### src/rtl/duck_sprite_scheduler.sv
`default_nettype none
// ---------------------------------------------------------------------------
// duck_sprite_scheduler : shares one duck sprite ROM among NUM_DUCKS objects,
// returning a palette index / valid / winning ID two clocks after the pixel.
// Revision 1.0
// ---------------------------------------------------------------------------
module duck_sprite_scheduler #(
  parameter int         NUM_DUCKS   = 4,
  parameter int         SPR_W       = 68,
  parameter int         SPR_H       = 64,
  parameter int         ANIM_FRAMES = 2,
  parameter int         ANIM_DIV    = 8,
  parameter int         ADDR_W      = 14,
  parameter logic [3:0] TRANSPARENT = 4'h0
) (
  input  logic                    vga_clk,
  input  logic                    Reset,
  input  logic [9:0]              DrawX,
  input  logic [9:0]              DrawY,
  input  logic                    blank,
  input  logic                    frame_start,
  input  logic [10*NUM_DUCKS-1:0] duck_x,
  input  logic [10*NUM_DUCKS-1:0] duck_y,
  input  logic [NUM_DUCKS-1:0]    duck_en,
  input  logic [NUM_DUCKS-1:0]    duck_flip,
  output logic [ADDR_W-1:0]       rom_address,
  input  logic [3:0]              rom_q,
  output logic [3:0]              pix_index,
  output logic                    pix_valid,
  output logic [2:0]              pix_duck_id
);

  localparam int DIV_W = (ANIM_DIV > 1) ? $clog2(ANIM_DIV) : 1;
  localparam int FRM_W = (ANIM_FRAMES > 1) ? $clog2(ANIM_FRAMES) : 1;

  logic [10*NUM_DUCKS-1:0] sh_x, sh_y;
  logic [NUM_DUCKS-1:0]    sh_en, sh_flip;
  logic [DIV_W-1:0]        div_cnt;
  logic [FRM_W-1:0]        anim_frame;

  // Object state only changes at frame boundaries so a frame never tears.
  always_ff @(posedge vga_clk) begin
    if (Reset) begin
      sh_x       <= '0;
      sh_y       <= '0;
      sh_en      <= '0;
      sh_flip    <= '0;
      div_cnt    <= '0;
      anim_frame <= '0;
    end else if (frame_start) begin
      sh_x    <= duck_x;
      sh_y    <= duck_y;
      sh_en   <= duck_en;
      sh_flip <= duck_flip;
      if (div_cnt == DIV_W'(ANIM_DIV - 1)) begin
        div_cnt    <= '0;
        anim_frame <= (anim_frame == FRM_W'(ANIM_FRAMES - 1)) ? '0 : anim_frame + 1'b1;
      end else begin
        div_cnt <= div_cnt + 1'b1;
      end
    end
  end

  logic [10:0]          px, py;
  logic [NUM_DUCKS-1:0] hit;

  assign px = {1'b0, DrawX};
  assign py = {1'b0, DrawY};

  // 11-bit compares keep a duck near the right/bottom edge from wrapping to 0.
  for (genvar i = 0; i < NUM_DUCKS; i++) begin : g_hit
    logic [10:0] x0, y0;
    assign x0 = {1'b0, sh_x[10*i +: 10]};
    assign y0 = {1'b0, sh_y[10*i +: 10]};
    assign hit[i] = sh_en[i] && blank &&
                    (px >= x0) && (px < x0 + 11'(SPR_W)) &&
                    (py >= y0) && (py < y0 + 11'(SPR_H));
  end

  logic        any_hit;
  logic [2:0]  win_id;
  logic [9:0]  x_win, y_win;
  logic        flip_win;

  always_comb begin
    any_hit  = 1'b0;
    win_id   = '0;
    x_win    = '0;
    y_win    = '0;
    flip_win = 1'b0;
    // Scan downwards so the lowest-index hit is the one left standing.
    for (int i = NUM_DUCKS - 1; i >= 0; i--) begin
      if (hit[i]) begin
        any_hit  = 1'b1;
        win_id   = 3'(i);
        x_win    = sh_x[10*i +: 10];
        y_win    = sh_y[10*i +: 10];
        flip_win = sh_flip[i];
      end
    end
  end

  logic [10:0]       col_raw, col, row;
  logic [ADDR_W-1:0] addr_next;

  assign col_raw   = px - {1'b0, x_win};
  assign col       = flip_win ? (11'(SPR_W - 1) - col_raw) : col_raw;
  assign row       = py - {1'b0, y_win};
  assign addr_next = ADDR_W'(anim_frame) * ADDR_W'(SPR_W * SPR_H)
                   + ADDR_W'(row) * ADDR_W'(SPR_W)
                   + ADDR_W'(col);

  logic       hit_d1;
  logic [2:0] id_d1;

  always_ff @(posedge vga_clk) begin
    if (Reset) begin
      rom_address <= '0;
      hit_d1      <= 1'b0;
      id_d1       <= '0;
      pix_index   <= '0;
      pix_valid   <= 1'b0;
      pix_duck_id <= '0;
    end else begin
      if (any_hit) rom_address <= addr_next;
      hit_d1      <= any_hit;
      id_d1       <= any_hit ? win_id : 3'd0;
      pix_index   <= hit_d1 ? rom_q : 4'd0;
      pix_valid   <= hit_d1 && (rom_q != TRANSPARENT);
      pix_duck_id <= id_d1;
    end
  end

endmodule
`default_nettype wire

### config.mk
export PLATFORM = sky130hd
export DESIGN_NAME = duck_sprite_scheduler
export DESIGN_NICKNAME = d
export VERILOG_FILES = /design/src/rtl/duck_sprite_scheduler.sv
export SDC_FILE = /design/constraint.sdc
export NUM_CORES = 1
export LEC_CHECK = 0
export CELL_PAD_IN_SITES_DETAIL_PLACEMENT = 1
export CELL_PAD_IN_SITES_GLOBAL_PLACEMENT = 1
export CORE_MARGIN = 2
export CORE_UTILIZATION = 46
export DETAILED_ROUTE_END_ITERATION = 8
export PLACE_DENSITY_LB_ADDON = 0.25
export SKIP_LAST_GASP = 1
export SYNTH_ARGS = -nofsm -noshare
export SYNTH_HDL_FRONTEND = slang
export SYNTH_SLANG_ARGS = --single-unit
### constraint.sdc
create_clock -name vga_clk -period 17.7 [get_ports vga_clk]
set_input_delay 1.77 -clock vga_clk [delete_from_list [all_inputs] [get_ports vga_clk]]
set_output_delay 1.77 -clock vga_clk [all_outputs]
set_load 0.01 [all_outputs]
After elaboration in Yosys (flattened, before gate mapping):

Cells that the tools add are included.

* bits in latches: 0
* RAM bits: 0
* input bits: 116
* memory bits (read-only): 0
* memories: 0
* register bits after elaboration: 118

* bitwise logic cells: 2
* reduce and logical (&&, ||, !) cells: 27
* eq/ne operators: 1
* add/sub/neg operators: 15
* shift operators: 0
* order comparisons: 16
* multiplexer cells: 22
* $mul: 2
* divide/modulo/power cells: 0

Operators by type and width (number)
* $add 10x7->11 const B: 8
* $lt 10x11->1: 8
* $ge 10x10->1: 8
* $mux 10: 8
* $sub 10x10->11: 2
* $logic_and 1x1->1: 21
* $add 14x11->14: 1
* $add 14x14->14: 1
* $mul 11x5->12 const B: 1
* $mux 11: 1
* $sub 7x11->11 const A: 1
* $mux 1: 10
* $mul 1x5->6 const B: 1
* $reduce_or 5->1: 1
* $mux 2: 2
* $reduce_bool 4->1: 1
* $reduce_or 4->1: 1
* $add 3x1->3 const B: 1
* $eq 3x3->1 const B: 1
* $mux 3: 1
* $reduce_or 3->1: 1
* $not 1->1: 2
* $reduce_and 2->1: 1
* $reduce_or 2->1: 1
* $add 1x1->1 const B: 1

Depth between registers and ports, before layout:

Gate-level depths: netlist (run 1).

* depth in word-level cells: 13
* gate-level depth with buffers: 39
* depth with buffers taken out: 39

Least setup slack after synthesis (run 1):

No wires, ideal clock.

* path type: in2reg
* start: input port DrawY[0]
* end: register rom_address[12]
* data arrival time: 7669 ps
* setup slack: 9915 ps
* setup time: 117 ps
* cell stages on the path: 27
* data required time: 17583 ps
* cells stage by stage: inv_1 -> ha_1 -> nand2b_1 -> a211oi_1 -> o21ai_1 -> a21o_1 -> a2111oi_0 -> or4b_1 -> buf_2 -> clkbuf_1 -> a31oi_1 -> fa_1 -> a21o_1 -> a21oi_1 -> o21bai_1 -> a21oi_1 -> xnor2_1 -> ha_1 -> fa_1 -> fa_1 -> ha_1 -> nand2_1 -> o21ai_0 -> a21o_1 -> a21oi_1 -> xnor2_1 -> a22o_1

* word-level cells in the longest chain between the ends: 11
* elaborated cells on any way between the ends: 39

Ends and longest elaborated chain
* start: declaration: line 19 `input logic [9:0] DrawY,`
* $ge 10x10->1: line 77 `(py >= y0) && (py < y0 + 11'(SPR_H));`
* $logic_and 1x1->1: line 76 `(px >= x0) && (px < x0 + 11'(SPR_W)) &&`
* $logic_and 1x1->1: line 77
* $mux 10 (4 in a row): line 93 `if (hit[i]) begin`
* $sub 10x10->11, on equally long branches: line 108, 106
* $mul 11x5->12 or $sub 7x11->11 (tied branches): line 110, 107
* $add 14x14->14 or $mux 11 (tied branches): line 110, 107
* $add 14x11->14: line 111 `+ ADDR_W'(col);`
* end signal: assignment: line 125 `if (any_hit) rom_address <= addr_next;`
* end: declaration: line 26 `output logic [ADDR_W-1:0] rom_address,`

Several ways; a longest one is shown, not always the timed one.
A chain may end at the register's enable or synchronous reset.

Worst setup path in the final report (run 1):

* start: input port DrawX[7]
* end: register rom_address[13]

* word-level cells in the longest chain between the ends: 13
* elaborated cells on any way between the ends: 47

Ends and longest elaborated chain
* start: declaration: line 18 `input logic [9:0] DrawX,`
* $ge 10x10->1: line 76
* $logic_and 1x1->1: line 75 `assign hit[i] = sh_en[i] && blank &&`
* $logic_and 1x1->1 (2 in a row): line 76
* $logic_and 1x1->1: line 77
* $mux 10 (4 in a row): line 93
* $sub 10x10->11, on equally long branches: line 108, 106
* $mul 11x5->12 or $sub 7x11->11 (tied branches): line 110, 107
* $add 14x14->14 or $mux 11 (tied branches): line 110, 107
* $add 14x11->14: line 111

Several ways; a longest one is shown, not always the timed one.

==> metrics.yaml, run 1 <==
place:
  hpwl_mm: 24.2
  io_buffers: 136
  finalWeightedCongestion: 0.875
sta:
  final_max_slew_viol_count: 0
  fin_worst_skew_ns: 0.00938
  relSlewSlack_pct: 27.9
  grt_setup_unrepaired: "no"
  setup_viol: 0
  finalSetupTns_ns: 0
  tightest_slew_ns: 1.05
  min_period_over_period_pct: 53.3
  max_freq_mhz: 106
  final.min_clock_period_ns: 9.44
  finalHoldViolCount: 0
clock_tree:
  htreeDepth: 4
  clk_path_buf_depth: 2
  cts-root-buf: "clkbuf_16"
  clkLatencyLatePin_ns: 0.43
  cts_buffers: 17
  cts_tree: "built"
  hold_buffers: 0
  cts_sinks: 116
  cts_setup_buffers: 0
  clkTransAtPathRegs_ns: 0.06
  cts-resized-gates: 0
cells_and_area:
  utilization_pct: 56.6
  nets: 1617
  drive_above_1_share_pct: 4.02
  area_delta_synth_final_pct: 21.1
die:
  num_rows: 54
  die_area_mm2: 0.0233
  die-height_um: 153
  die_w_um: 153
  core_area_mm2: 0.0218
  initial_utilization_pct: 46.7
  pin_count: 138
pwr:
  share_comb_of_total_power_pct: 32.8
  clockPowerShare_pct: 36.5
  seqPwrFrac_pct: 30.7
  power_per_cell_area_mw_per_mm2: 77.7
  ir_drop_uv: 58.3
  swShare_pct: 33.0
  intPower_uw: 641
  p_switching_uw: 315
  p_leak_nw: 5.42
global_route:
  grt.overflow.total: 0
  grt_pass1_vias: 9826
  antenna_found_initial: 1
  grt_max_degree: 59
  grt_pass1_wl_mm: 51.3
  grt_use_total_pct: 27.3
worst_setup_path:
  critPathMostFrequentCell: "ha_1"
  cp-end-kind: "register"
  worstPathArrival_ns: 9.72
  cp_slowest_cell: "clkdlybuf4s50_1"
  worstPathMaxFanout: 24
  worstPathRequired_ns: 17.99
  crit_type: "input pin to register"
  start_kind: "input pin"
  max_stage_delay_ns: 0.85
synthesis:
  synth_top_area_share_pct: 23.5
  synth_area_mm2: 0.0102
  synth-edff-count: 0
  synth_top_area_cell: "ha_1"
  yosys.cell_types.count: 69
  synth_seq_cells: 116
  netlist_instances: 1187
  synthArstFlopShare_pct: 0
  synth_flop_cell: "dfxtp_1"
  synth_fp_nets: 1499
  synth.area.top_cells: "ha_1 (24%), dfxtp_1 (23%), mux2i_1 (10%)"
  ys_seq_area_share_pct: 22.8
  syn_area_per_cell_um2: 8.56
  yosys_warnings: 0
routing:
  dr_total_vias: 9268
  antenna_left: 0
  first_pass_iters: 5
  drc: 0
  wl_per_cell_um: 19.9
  wirelength_mm: 31.8
  first_iter_violations: 448
  via_per_inst: 5.80
run_status:
  status: "finished, final reports clean"
min_path:
  min_path_type: "register to register"
job:
  cap_violations: 0
## cells in the mapped netlist, types with 12 or more instances
cell type / number
nor2b_1: 17
nand2_1: 45
clkbuf_1: 29
nand3_1: 22
a21o_1: 17
inv_1: 102
dfxtp_1: 116
a31oi_1: 26
xnor2_1: 54
o21a_1: 17
nor2_1: 148
a21oi_1: 59
nor3_1: 14
or3_1: 12
xor2_1: 16
ha_1: 191
o21ai_0: 33
mux2i_1: 102
nand2b_1: 16
## cells in the final DEF (no fill, tap or decap), types with 22 or more instances in the layout
master and count:
dfxtp_1 116, clkdlybuf4s50_1 134, nand3_1 22, nand2_1 45, mux2i_1 102, o21ai_0 33, a31oi_1 26, xnor2_1 54
ha_1 191, a21oi_1 59, nor2_1 148, inv_1 102
## cells by family after synthesis
kind of cell	after synthesis	synth area share [%]
multiplexers	103	10.2
adder cells (fa/ha/maj)	196	24.5
other	1	0.0369
XOR/XNOR	70	6.03
AND/OR/NAND/NOR	309	14.2
AO/OA/AOI/OAI	246	16.5
buffers and inverters	146	5.70
flip-flops	116	22.8
## power groups by stage
stage / Sequential [mW] / Combinational, mW / Clock [mW]
after floorplan: 0.291 / 0.214 / 0
after global placement: 0.298 / 0.292 / 0
after detailed placement: 0.298 / 0.306 / 0
after CTS: 0.293 / 0.314 / 0.355
after global routing: 0.295 / 0.348 / 0.367
final: 0.293 / 0.314 / 0.349
## stage by stage
stage	hold slack (ns)	instance area, um^2	std cells	power (mW)	setup WS, ns
6_report	0.500	12300	1598	0.956	8.26
5_1_grt	0.506	12300	1597	1.01	7.68
4_1_cts	0.496	12300	1597	0.962	8.33
3_5_place_dp	0.478	11700	1566	0.604	7.95
3_3_place_gp	0.476	11700	1566	0.590	8.21
2_1_floorplan	0.414	10200	1187	0.505	9.91
## final cells by class
cell class	instances	area, um^2
fill	2574	9450
sequential	116	2320
antenna	1	2.50
clock buffer	22	474
inverter	102	383
timing repair buffer	143	1410
multi-input combinational	925	7260
clock inverter	9	104
tap	280	350
## flip-flops by register name, indices dropped and copies added, names as in the netlist
signal / flops
sh_x: 40
sh_y: 40
rom_address: 14
pix_index: 4
sh_en: 4
sh_flip: 4
div_cnt: 3
id_d1: 2
pix_duck_id: 2
anim_frame: 1
hit_d1: 1
pix_valid: 1
## path summary, 6_finish.rpt
path	from	to	slack (ns)	cells past startpoint
setup / recovery	DrawX[7]	rom_address[13]	8.26	33
hold / removal	rom_address[8]	rom_address[8]	0.50	2
setup reg to reg	sh_x[2]	rom_address[12]	9.59	29
hold reg to reg	rom_address[8]	rom_address[8]	0.50	2
## critical path, delay by kind of cell
| kind | cells | cell delay [ns] |
|---|---|---|
| fa+ha+maj | 7 | 2.38 |
| simple gates | 5 | 1.04 |
| mux | 1 | 0.13 |
| buf+inv | 4 | 1.40 |
| compound gates | 13 | 2.49 |
| xor+xnor | 3 | 0.47 |
## layer usage
metal | vias up | GRT usage (%) | part of all wire [%]
li1 | 4453 | - | -
met1 | 4510 | 32.8 | 43
met2 | 232 | 48.8 | 50
met3 | 73 | 4.35 | 4.0
met4 | 0 | 10.7 | 3.2
met5 | - | 0 | 0
No activity file was read; power rests on OpenSTA's default activity.
==> inputs of run 2 (changes only) <==
Settings changed: CORE_UTILIZATION 46 to 39.
Clock period 17.7 ns to 8.43 ns, I/O delays scaled along.
==> run 2 against run 1 <==
Global-route usage down 3.5 points. Count of clock-buffer cells in the layout down 1. Critical path depth down 3. Clock power up 99%. Sequential power up 110%. Via count down 2.4%. Core utilization down 8.4 points. Cell count up 4.3%. Hold slack worse by 0.012 ns. Critical path type unchanged.
==> metrics.yaml, run 2 (synthesis results as in run 1) <==
run_status:
  status: "finished, final reports clean"
worst_setup_path:
  worstPathRequired_ns: 8.76  # -9.23 ns
  worstPathArrival_ns: 8.16  # -1.56 ns
  crit_type: "input pin to register"
  setup.worst_path.start: "DrawX[6]"
  max_stage_delay_ns: 0.80  # -0.05 ns
  critPathMostFrequentCell: "a21oi_1"
  r2r-start: "sh_x[12]"
  worstPathMaxFanout: 14  # -42%
  cp_slowest_cell: "clkdlybuf4s50_1"
  cp-end-kind: "register"
  start_kind: "input pin"
place:
  place_ws_ns: 0.323  # -7.63 ns
  finalWeightedCongestion: 0.927  # +5.8%
  place_inst: 1635  # +4.4%
  io_buffers: 136  # unchanged
  hpwl_mm: 25.2  # +4.3%
  postPlaceCellArea_mm2: 0.0119  # +1.5%
cells_and_area:
  final-seq-area_mm2: 0.00232  # unchanged
  reg_top3: "sh_x x40, sh_y x40, rom_address x14"
  utilization_pct: 48.2  # -8.4 points
  nets: 1631  # +0.87%
  final_common_cell: "ha_1"
  stdcell_area_mm2: 0.0124  # +1.1%
  drive_above_1_share_pct: 5.03  # +1.0 points
  layout_common_cells: "ha_1 (191), nor2_1 (148), clkdlybuf4s50_1 (134)"
  area_delta_synth_final_pct: 22.4
  multi_input_area_mm2: 0.00726  # unchanged
  fillers: 3059  # +19%
  diodes: 0  # -1
  final_cell_count_no_fill: 1666  # +4.3%
routing:
  wirelength_mm: 31.5  # -1.2%
  drc: 0  # unchanged
  first_iter_violations: 421  # -6.0%
  wl_per_cell_um: 18.9  # -5.2%
  first_pass_iters: 5  # unchanged
  antenna_left: 0  # unchanged
  dr_total_vias: 9050  # -2.4%
  via_per_inst: 5.43  # -6.3%
sta:
  min_period_over_period_pct: 93.0
  fin_hold_ws_ns: 0.488  # -0.0116 ns
  setup_viol: 0  # unchanged
  fin_worst_skew_ns: 0.0108  # +0.00143 ns
  finalSetupTns_ns: 0  # unchanged
  relSlewSlack_pct: 36.0  # +8.2 points
  final_max_slew_viol_count: 0  # unchanged
  tightest_slew_ns: 0.959  # -0.0951 ns
  final.min_clock_period_ns: 7.84
  setup_slack_ns: 0.594  # -7.67 ns
  finalHoldViolCount: 0  # unchanged
  max_freq_mhz: 128
  grt_setup_unrepaired: "no"
min_path:
  min_path_type: "register to register"
  hp-start: "id_d1[1]"
pwr:
  power_per_cell_area_mw_per_mm2: 158  # +100%
  p_leak_nw: 5.47  # +1.0%
  power_mw: 1.96  # +110%
  ir_drop_uv: 132  # +130%
global_route:
  grt_max_degree: 61  # +3.4%
  use_met2_pct: 43.2  # -5.6 points
  use_met3_pct: 3.20  # -1.2 points
  grt.overflow.total: 0  # unchanged
  grt_pass1_wl_mm: 50.1  # -2.4%
  antenna_found_initial: 0  # -1
  met1_usage_pct: 28.8  # -4.0 points
  grt_pass1_vias: 9481  # -3.5%
  top_usage_layer: "met2"
  grt_use_total_pct: 23.8  # -3.5 points
clock_tree:
  clkTransAtPathRegs_ns: 0.06  # about the same
  cts_buffers: 17  # unchanged
  cts-root-buf: "clkbuf_16"
  hold_buffers: 0  # unchanged
  cts_tree: "built"
  cts_setup_buffers: 0  # unchanged
  cts-resized-gates: 0  # unchanged
  clkLatencyLatePin_ns: 0.43  # about the same
  htreeDepth: 4  # unchanged
  cts_sinks: 116  # unchanged
  clk_path_buf_depth: 2  # unchanged
die:
  die_w_um: 165  # +8.4%
  die-height_um: 165  # +8.4%
  num_rows: 59  # +9.3%
  core_area_mm2: 0.0258  # +19%
  pin_count: 138  # unchanged
  initial_utilization_pct: 39.3  # -7.4 points
  die_area_mm2: 0.0274  # +17%
job:
  cap_violations: 0  # unchanged
run 2: worst paths after layout:
path                                   endpoint  slack, ns  depth (start not counted)
worst max-delay path            rom_address[12]       0.59                         30
worst min-delay path             pix_duck_id[1]       0.49                          1
worst min register to register   pix_duck_id[1]       0.49                          1
worst max register to register  rom_address[12]       0.64                         34
run 2: final cells by class:
cell class / count / area share, %
Inverter: 102 / 3.08
Clock buffer: 21 / 3.70
Sequential cell: 116 / 18.7
Tap cell: 335 / 3.37
Clock inverter: 10 / 0.674
Timing Repair Buffer: 157 / 12.2
Multi-Input combinational cell: 925 / 58.4
run 2: layer usage:
metal	up-vias	routed length (um)
met5	-	0
met2	189	15700
met4	0	822
met3	55	969
met1	4332	13900
li1	4474	-
run 2: power by group:
group | switching (mW) | internal, mW | leakage, nW
combinational | 0.339 | 0.314 | 4.25
clock | 0.279 | 0.415 | 0.268
sequential | 0.0374 | 0.578 | 0.953
total | 0.655 | 1.31 | 5.47
run 2: worst max-delay path: cells and delay by family:
family / cells / cell delay (ns)
compound gates: 16 / 3.35
fa+ha+maj: 7 / 2.35
simple gates: 2 / 0.31
xor+xnor: 3 / 0.44
buf+inv: 2 / 0.85
==> inputs of run 3 (changes only) <==
Settings changed: CORE_ASPECT_RATIO set to 1.25.
==> run 3 against run 2 <==
Via count rose by 2.2%. Non-clock buffer count rose by 12. Final area rose by 1.4%. Critical endpoint is now rom_address[13]. Highest routed layer unchanged.
==> metrics.yaml, run 3 (synthesis results as in run 1) <==
run_status:
  status: "finished, final reports clean"
sta:
  finalHoldViolCount: 0  # unchanged
  setup_viol: 0  # unchanged
  finalSetupTns_ns: 0  # unchanged
  fin_hold_ws_ns: 0.495  # +0.00668 ns
  max_freq_mhz: 127  # -0.24%
  min_period_over_period_pct: 93.2  # +0.23 points
  tightest_slew_ns: 0.954  # -0.00509 ns
  final.min_clock_period_ns: 7.86  # +0.0190 ns
  relSlewSlack_pct: 36.4  # +0.34 points
  final_max_slew_viol_count: 0  # unchanged
  grt_setup_unrepaired: "no"
  fin_worst_skew_ns: 0.0102  # -0.000609 ns
place:
  finalWeightedCongestion: 0.910  # -1.8%
  place_inst: 1652  # +1.0%
  hpwl_mm: 25.3  # +0.34%
  io_buffers: 136  # unchanged
global_route:
  antenna_found_initial: 0  # unchanged
  grt_use_total_pct: 24.0  # +0.17 points
  grt_pass1_vias: 9905  # +4.5%
  grt.overflow.total: 0  # unchanged
  grt_pass1_wl_mm: 51.5  # +2.9%
  grt_max_degree: 74  # +21%
routing:
  first_iter_violations: 336  # -20%
  drc: 0  # unchanged
  wl_per_cell_um: 19.0  # +0.50%
  antenna_left: 0  # unchanged
  first_pass_iters: 5  # unchanged
  via_per_inst: 5.49  # +1.1%
  dr_total_vias: 9251  # +2.2%
  wirelength_mm: 32.0  # +1.6%
clock_tree:
  clkTransAtPathRegs_ns: 0.06  # about the same
  cts-resized-gates: 0  # unchanged
  htreeDepth: 4  # unchanged
  cts_sinks: 116  # unchanged
  cts-root-buf: "clkbuf_16"
  cts_tree: "built"
  clk_path_buf_depth: 2  # unchanged
  cts_buffers: 17  # unchanged
  cts_setup_buffers: 0  # unchanged
  hold_buffers: 0  # unchanged
  clkLatencyLatePin_ns: 0.43  # about the same
die:
  die_w_um: 148  # -10%
  num_rows: 66  # +12%
  die_area_mm2: 0.0274  # about the same
  die-height_um: 185  # +12%
  pin_count: 138  # unchanged
  initial_utilization_pct: 39.3  # about the same
  core_area_mm2: 0.0258  # about the same
pwr:
  clockPowerShare_pct: 38.3  # +2.9 points
  swShare_pct: 32.6  # -0.78 points
  power_per_cell_area_mw_per_mm2: 164  # +3.8%
  p_switching_uw: 674  # +2.9%
  p_leak_nw: 5.56  # +1.7%
  intPower_mw: 1.39  # +6.6%
  ir_drop_uv: 124  # -6.0%
  share_comb_of_total_power_pct: 31.9  # -1.3 points
  seqPwrFrac_pct: 29.8  # -1.6 points
cells_and_area:
  area_delta_synth_final_pct: 24.2
  drive_above_1_share_pct: 6.03  # +0.99 points
  final_common_cell: "ha_1"
  final_cell_count_no_fill: 1684  # +1.1%
  reg_top3: "sh_x x40, sh_y x40, rom_address x14"
  nets: 1643  # +0.74%
  utilization_pct: 48.9  # +0.68 points
  layout_common_cells: "ha_1 (191), nor2_1 (148), clkdlybuf4s50_1 (134)"
  diodes: 0  # unchanged
min_path:
  min_path_type: "register to register"
worst_setup_path:
  max_stage_delay_ns: 0.64  # -0.16 ns
  worstPathRequired_ns: 8.72  # -0.04 ns
  start_kind: "input pin"
  crit_type: "input pin to register"
  worstPathMaxFanout: 14  # unchanged
  crit_buf_inv: 2  # unchanged
  cp-end-kind: "register"
  cp_slowest_cell: "clkdlybuf4s50_1"
  cp_top_family: "adder cells"
  critPathMostFrequentCell: "ha_1"
  worstPathArrival_ns: 8.15  # about the same
job:
  cap_violations: 0  # unchanged
run 3: routing by layer:
metal | up-vias | share of wire [%] | GRT usage (%)
met4 | 0 | 3.1 | 9.26
met3 | 60 | 2.9 | 2.72
met2 | 200 | 50 | 43.6
met1 | 4476 | 44 | 28.8
met5 | - | 0 | 0
li1 | 4515 | - | -
run 3: layout make-up:
cell class                      instances  area [um^2]
Clock buffer                           22          484
Clock inverter                         10          144
Fill cell                            3057        13200
Inverter                              102          383
Multi-Input combinational cell        925         7260
Sequential cell                       116         2320
Tap cell                              340          425
Timing Repair Buffer                  169         1600
run 3: stage by stage:
step	power, mW	cell area, um^2	setup WS (ns)
after floorplan	1.06	10200	1.48
after global placement	1.26	12000	0.305
after detailed placement	1.28	12000	0.130
after CTS	2.08	12600	0.571
after global routing	2.18	12600	0.0725
final	2.07	12600	0.575
run 3: worst paths after layout:
kind | from | to | slack [ns] | cells after the start
worst max-delay path | DrawY[9] | rom_address[13] | 0.57 | 28
worst min-delay path | id_d1[0] | pix_duck_id[0] | 0.50 | 1
worst max register to register | sh_x[2] | rom_address[13] | 0.71 | 31
worst min register to register | id_d1[0] | pix_duck_id[0] | 0.50 | 1
run 3: power by group through the flow:
stage               combinational [mW]  clock (mW)  sequential [mW]
finish                           0.660       0.791            0.616
global placement                 0.633           0            0.627
global route                     0.738       0.826            0.619
CTS                              0.664       0.802            0.615
detailed placement               0.653           0            0.627
floorplan                        0.450           0            0.610
==> RTL change 1, RTL diff (settings of run 3) <==
Reset style: asynchronous (`Reset`), changed in 2 clocked blocks.
--- a/src/rtl/duck_sprite_scheduler.sv
+++ b/src/rtl/duck_sprite_scheduler.sv
@@ -40,5 +40,5 @@
 
   // Object state only changes at frame boundaries so a frame never tears.
-  always_ff @(posedge vga_clk) begin
+  always_ff @(posedge vga_clk or posedge Reset) begin
     if (Reset) begin
       sh_x       <= '0;
@@ -114,5 +114,5 @@
   logic [2:0] id_d1;
 
-  always_ff @(posedge vga_clk) begin
+  always_ff @(posedge vga_clk or posedge Reset) begin
     if (Reset) begin
       rom_address <= '0;
Check against the original RTL: differs if Reset is asserted again (counterexample within 4 cycles, from zero or initial values and one cycle with Reset high); with Reset held inactive, the same outputs for 4 cycles.
==> RTL change 1 against run 3 <==
  * Routed wire length rose by 5.4%
  * Synthesized area grew 0.20%
  * Count of clock-buffer cells in the layout down 1
  * First-iteration DRC count up 29%
  * Design area fell by 0.80%
  * Sequential cell count stayed put
  * Worst setup slack better by 22 ps
  * Critical path depth shrank 3
  * Final cell count is 4.5% lower
  * Non-clock buffer count decreased by 17
  * Critical endpoint is now rom_address[12]
  * Highest routed layer unchanged
Power is not compared: it rests on default switching activity, and its combinational part moved more than twofold at a synthesized area within 25%.
==> RTL change 1: results (changes against run 3) <==
Global routing
  – Largest net degree at the start of global routing: 87 (+18%)
  – Initial antenna violation count: 0 (unchanged)
  – M1 GR Usage: 0.293 (+0.00532)
  – Number of global-route vias before repair: 9610 (-3.0%)
  – First-pass GRT wire length: 52.5 mm (+1.9%)
  – GRT Util Overall: 0.251 (+0.0115)
  – Grt met2 use: 0.456 (+0.0200)
  – M3 GR Usage: 0.0443 (+0.0171)

Synth
  – Adder-cell area share of the yosys netlist: 0.244 (-0.000481)
  – Synth top area cells: dfrtp_1, ha_1, xnor2_1, o21ai_0, nand2_1
  – Sequential area share after synthesis: 0.285 (+0.0565)
  – Synth top area share: 0.285 (+0.0499)
  – Post-Synth XOR/XNOR Area: 0.0602 (-0.000119)
  – Synth warnings: 0 (unchanged)
  – Top cells by count, synth: ha_1, dfrtp_1, nand2_1, inv_1, o21ai_0
  – Area fraction in compound gates after synthesis: 0.218 (+0.0524)
  – Count of cell types in the netlist: 74 (+7.2%)
  – Post-synth ARST share: 1.00 (+1.00)
  – Synthesized net count: 1432 (-4.5%)
  – Share of synthesized area spent on multiplexers: 0.0254 (-0.0761)

Final layout
  – N_diodes: 0 (unchanged)
  – Share of layout cells above drive strength 1: 0.0623 (+0.00203)
  – Largest registers: sh_x x40, sh_y x40, rom_address x14
  – Fin nets: 1568 (-4.6%)

Route
  – First-pass DRT Iterations: 5 (unchanged)
  – Via count: 9120 (-1.4%)
  – Total wire length: 33.7 mm (+5.4%)
  – Iter 0 DRT Violations: 435 (+29%)

Clocking
  – Num CTS Buffers: 17 (unchanged)
  – Setup bufs post-CTS: 0 (unchanged)
  – Root Driver: clkbuf_16
  – Clock slew at reported path FFs: 60 ps (about the same)
  – Clock network latency to the later pin of the worst-skew pair: 440 ps
  – Maximum clock insertion buffer count: 2 (unchanged)
  – H-tree levels: 4 (unchanged)
  – Resize count post-CTS: 0 (unchanged)

Status
  – Status: complete, no violations

Placed design
  – IO buf count: 136 (unchanged)
  – RePlAce Congestion: 0.879 (-3.4%)
  – Post-detail-place hpwl: 26.6 mm (+5.0%)

Critical path
  – WP data arrival: 8120 ps (-30 ps)
  – Worst Path Max Fanout: 15 (+1)

Min path
  – Worst min path class: reg2reg

Timing
  – Worst Skew: 16.8 ps (+6.57 ps)
  – Worst slew pin tran: 966 ps (+11.3 ps)

Job
  – Max-Cap Viols: 0 (unchanged)

Power
  – Max IR drop VDD: 0.000134 V
  – Leak Pwr: 5.65 nW
==> RTL change 1: cell types whose count changed after synthesis, moves of 13 or more <==
cell / before / now
o21ai_0: 33 / 94
dfrtp_1: 0 / 116
mux2_2: 0 / 20
a31oi_1: 26 / 6
nand2_1: 45 / 113
mux2i_1: 102 / 0
dfxtp_1: 116 / 0
nor2_1: 148 / 31
o221ai_1: 1 / 21
a221o_1: 8 / 21
o21ai_1: 1 / 16
==> RTL change 1: logic make-up (layout without fill, tap and decap cells) <==
| logic type | Yosys count | in the layout |
|---|---|---|
| flip-flops | 116 | 116 |
| AO/OA/AOI/OAI | 330 | 330 |
| other | 1 | 1 |
| adder cells (fa/ha/maj) | 196 | 196 |
| XOR/XNOR | 70 | 70 |
| AND/OR/NAND/NOR | 242 | 242 |
| buffers and inverters | 142 | 290 |
| multiplexers | 23 | 23 |
==> RTL change 1: per-stage QoR <==
step	cell area (um^2)	worst slack (ps)	std cells
detailed placement	12000	291	1577
floorplan	10200	1650	1120
global route	12500	194	1608
finish	12500	596	1608
CTS	12500	662	1608
global placement	12000	465	1577
==> RTL change 1: critical path, stage by stage <==
cell             delay, ps
clkdlybuf4s50_1        730
ha_1                   520
and4_1                 200
o21ai_0                 80
nor3_1                 220
o221ai_1               300
or3_1                  450
nand2_1                280
buf_4                  280
a221o_1                210
o221ai_1               150
ha_1                   350
o21a_1                 150
o31ai_1                350
nand2b_1               140
xor2_1                 260
ha_1                   280
ha_1                   240
fa_1                   510
fa_1                   420
ha_1                   240
o41ai_1                470
o21ai_0                190
xnor2_1                160
o21ai_1                 80
==> RTL change 1: per-layer routing <==
metal	wire, um	up-vias	share of wire
li1	-	4347	-
met1	13900	4494	0.41
met2	17400	214	0.52
met3	1280	65	0.038
met4	1090	0	0.032
met5	0	-	0
==> RTL change 1: final timing paths <==
path / startpoint / to / slack, ps / cells after the start
min reg2reg: id_d1[0] / pix_duck_id[0] / 350 / 0
max in group asynchronous: Reset / sh_x[17] / 6180 / 3
min: id_d1[0] / pix_duck_id[0] / 350 / 0
min in group asynchronous: Reset / sh_y[5] / 850 / 2
max reg2reg: sh_x[14] / rom_address[12] / 770 / 26
max: DrawY[7] / rom_address[12] / 600 / 25
==> RTL change 1: report_power, final <==
part           internal, mW  leakage (nW)  total (mW)  switching, mW
registers             0.642          1.42       0.724         0.0821
logic                 0.633          3.96        1.34          0.709
clock network         0.445         0.274       0.723          0.278
total                  1.72          5.65        2.79           1.07
==> RTL change 1: final cells by class <==
type,count,area [um^2]
clock inverters,10,108
inverters,107,404
clock buffers,21,460
well taps,340,425
repair buffers,152,1480
fillers,2993,13300
flip-flops and latches,116,2900
multi-input cells,862,6750
==> RTL change 2, RTL diff (config.mk and constraints of run 3) <==
Made on the original files. Change the parameter `NUM_DUCKS` from 4 to 3.
--- a/src/rtl/duck_sprite_scheduler.sv
+++ b/src/rtl/duck_sprite_scheduler.sv
@@ -6,5 +6,5 @@
 // ---------------------------------------------------------------------------
 module duck_sprite_scheduler #(
-  parameter int         NUM_DUCKS   = 4,
+  parameter int         NUM_DUCKS   = 3,
   parameter int         SPR_W       = 68,
   parameter int         SPR_H       = 64,
Ports: changed (resized duck_en, duck_flip, duck_x and duck_y); port bits go from 138 to 116. No check against the original RTL was run, so the function may have changed too.
==> RTL change 2 against run 3 <==
  * Sequential cell count shrank 22
  * Fmax rose by 2.6%
  * Sequential share of layout area is 0.11 points higher
  * Worst hold slack worse by 38 ps
  * Die area shrank 16%
  * Sequential power down 20%
  * Worst setup slack improved by 200 ps
  * Synthesized area fell by 17%
  * Routed wire length fell by 21%
  * Design area shrank 19%
  * Clock skew increased by 4.0 ps
  * Total power down 28%
  * Critical path type is now reg2reg
  * Highest routed layer unchanged
==> RTL change 2: results (changes against run 3) <==
Final layout
  – # fillers: 2571 (-16%)
  – Largest registers: sh_x x30, sh_y x30, rom_address x14
  – Share of layout cells above drive strength 1: 0.0397 (-0.0206)
  – Fin nets: 1335 (-19%)

Synth
  – Synth top area cells: ha_1, dfxtp_1, mux2i_1, nor2_1, xnor2_1
  – Syn Area/Cell: 8.66 um^2 (+1.1%)
  – Adder-cell area share of the yosys netlist: 0.244 (-0.000623)
  – Synthesized net count: 1232 (-18%)
  – Share of synthesized area spent on multiplexers: 0.0949 (-0.00663)
  – Top cells by count, synth: ha_1, nor2_1, dfxtp_1, inv_1, mux2i_1
  – Post-Synth XOR/XNOR Area: 0.0628 (+0.00247)
  – Area fraction in compound gates after synthesis: 0.179 (+0.0137)
  – Sequential area share after synthesis: 0.223 (-0.00575)
  – Count of cell types in the netlist: 75 (+8.7%)

Power
  – Leak Pwr: 4.44 nW (-20%)
  – Combinational Power Share: 0.379 (+0.060)
  – Switch share: 0.347 (+0.0205)
  – Design Power: 1.49 mW (-28%)
  – Max IR drop VDD: 0.0000861 V (-31%)
  – Clock group share of total power: 0.289 (-0.094)

Route
  – Total wire length: 25.3 mm (-21%)
  – Avg WL per Cell: 18.6 um (-2.1%)
  – Vias/cell: 5.53 (+0.71%)
  – First-pass DRT Iterations: 4 (-1)
  – Iter 0 DRT Violations: 297 (-12%)

Status
  – Status: complete, no violations

Clocking
  – Num CTS Buffers: 9 (-8)
  – H-tree levels: 3 (-1)
  – Root Driver: clkbuf_16
  – Clock network latency to the later pin of the worst-skew pair: 360 ps (-70 ps)

Critical path
  – Slowest CP cell: o41ai_1
  – Max stage delay on crit path: 680 ps (+40 ps)
  – WP data arrival: 7860 ps (-290 ps)
  – R2r endpoint: rom_address[12]
  – Register-to-register path setup slack: 770 ps (+60 ps)
  – Worst Path Max Fanout: 7 (-7)
  – Critical path launch point: sh_x[2]
  – CP startpoint kind: register
  – CP delay by family, top: compound AO/OA/AOI/OAI gates

Timing
  – Relative slew slack: 0.337 (-0.0265)
  – Hold WS: 457 ps (-38.3 ps)
  – Worst Skew: 14.2 ps (+4.03 ps)
  – Tmin final: 7660 ps (-198 ps)

Placed design
  – Setup WS pre-CTS: 521 ps (+391 ps)
  – Post-detail-place hpwl: 20.2 mm (-20%)
  – RePlAce Congestion: 0.882 (-3.0%)
  – IO buf count: 114 (-16%)
  – Instance area at placement: 0.00987 mm^2 (-18%)

Global routing
  – First-pass GRT wire length: 40.8 mm (-21%)
  – GRT Util Overall: 0.227 (-0.0130)
  – Largest net degree at the start of global routing: 93 (+26%)
  – Initial antenna violation count: 0 (unchanged)
RTL change 2: cell count changes after synthesis, sizes merged, moves of 17 or more:
cell,before,now
a31oi,26,9
dfxtp,116,94
ha,191,157
inv,102,83
mux2i,102,79
nand2,45,25
RTL change 2: routing by layer:
layer / global-route usage / vias up / wire (um)
met5: 0 / - / 0
met4: 0.0906 / 0 / 923
met3: 0.0288 / 52 / 831
met2: 0.422 / 154 / 13200
met1: 0.260 / 3640 / 10400
li1: - / 3695 / -
RTL change 2: layout make-up:
type / instances / area [um^2] / area share
multi-input combinational: 768 / 6130 / 0.602
clock inverter: 5 / 58.8 / 0.00578
tap: 279 / 349 / 0.0343
sequential: 94 / 1880 / 0.185
inverter: 83 / 312 / 0.0306
timing repair buffer: 123 / 1200 / 0.118
clock buffer: 11 / 243 / 0.0239
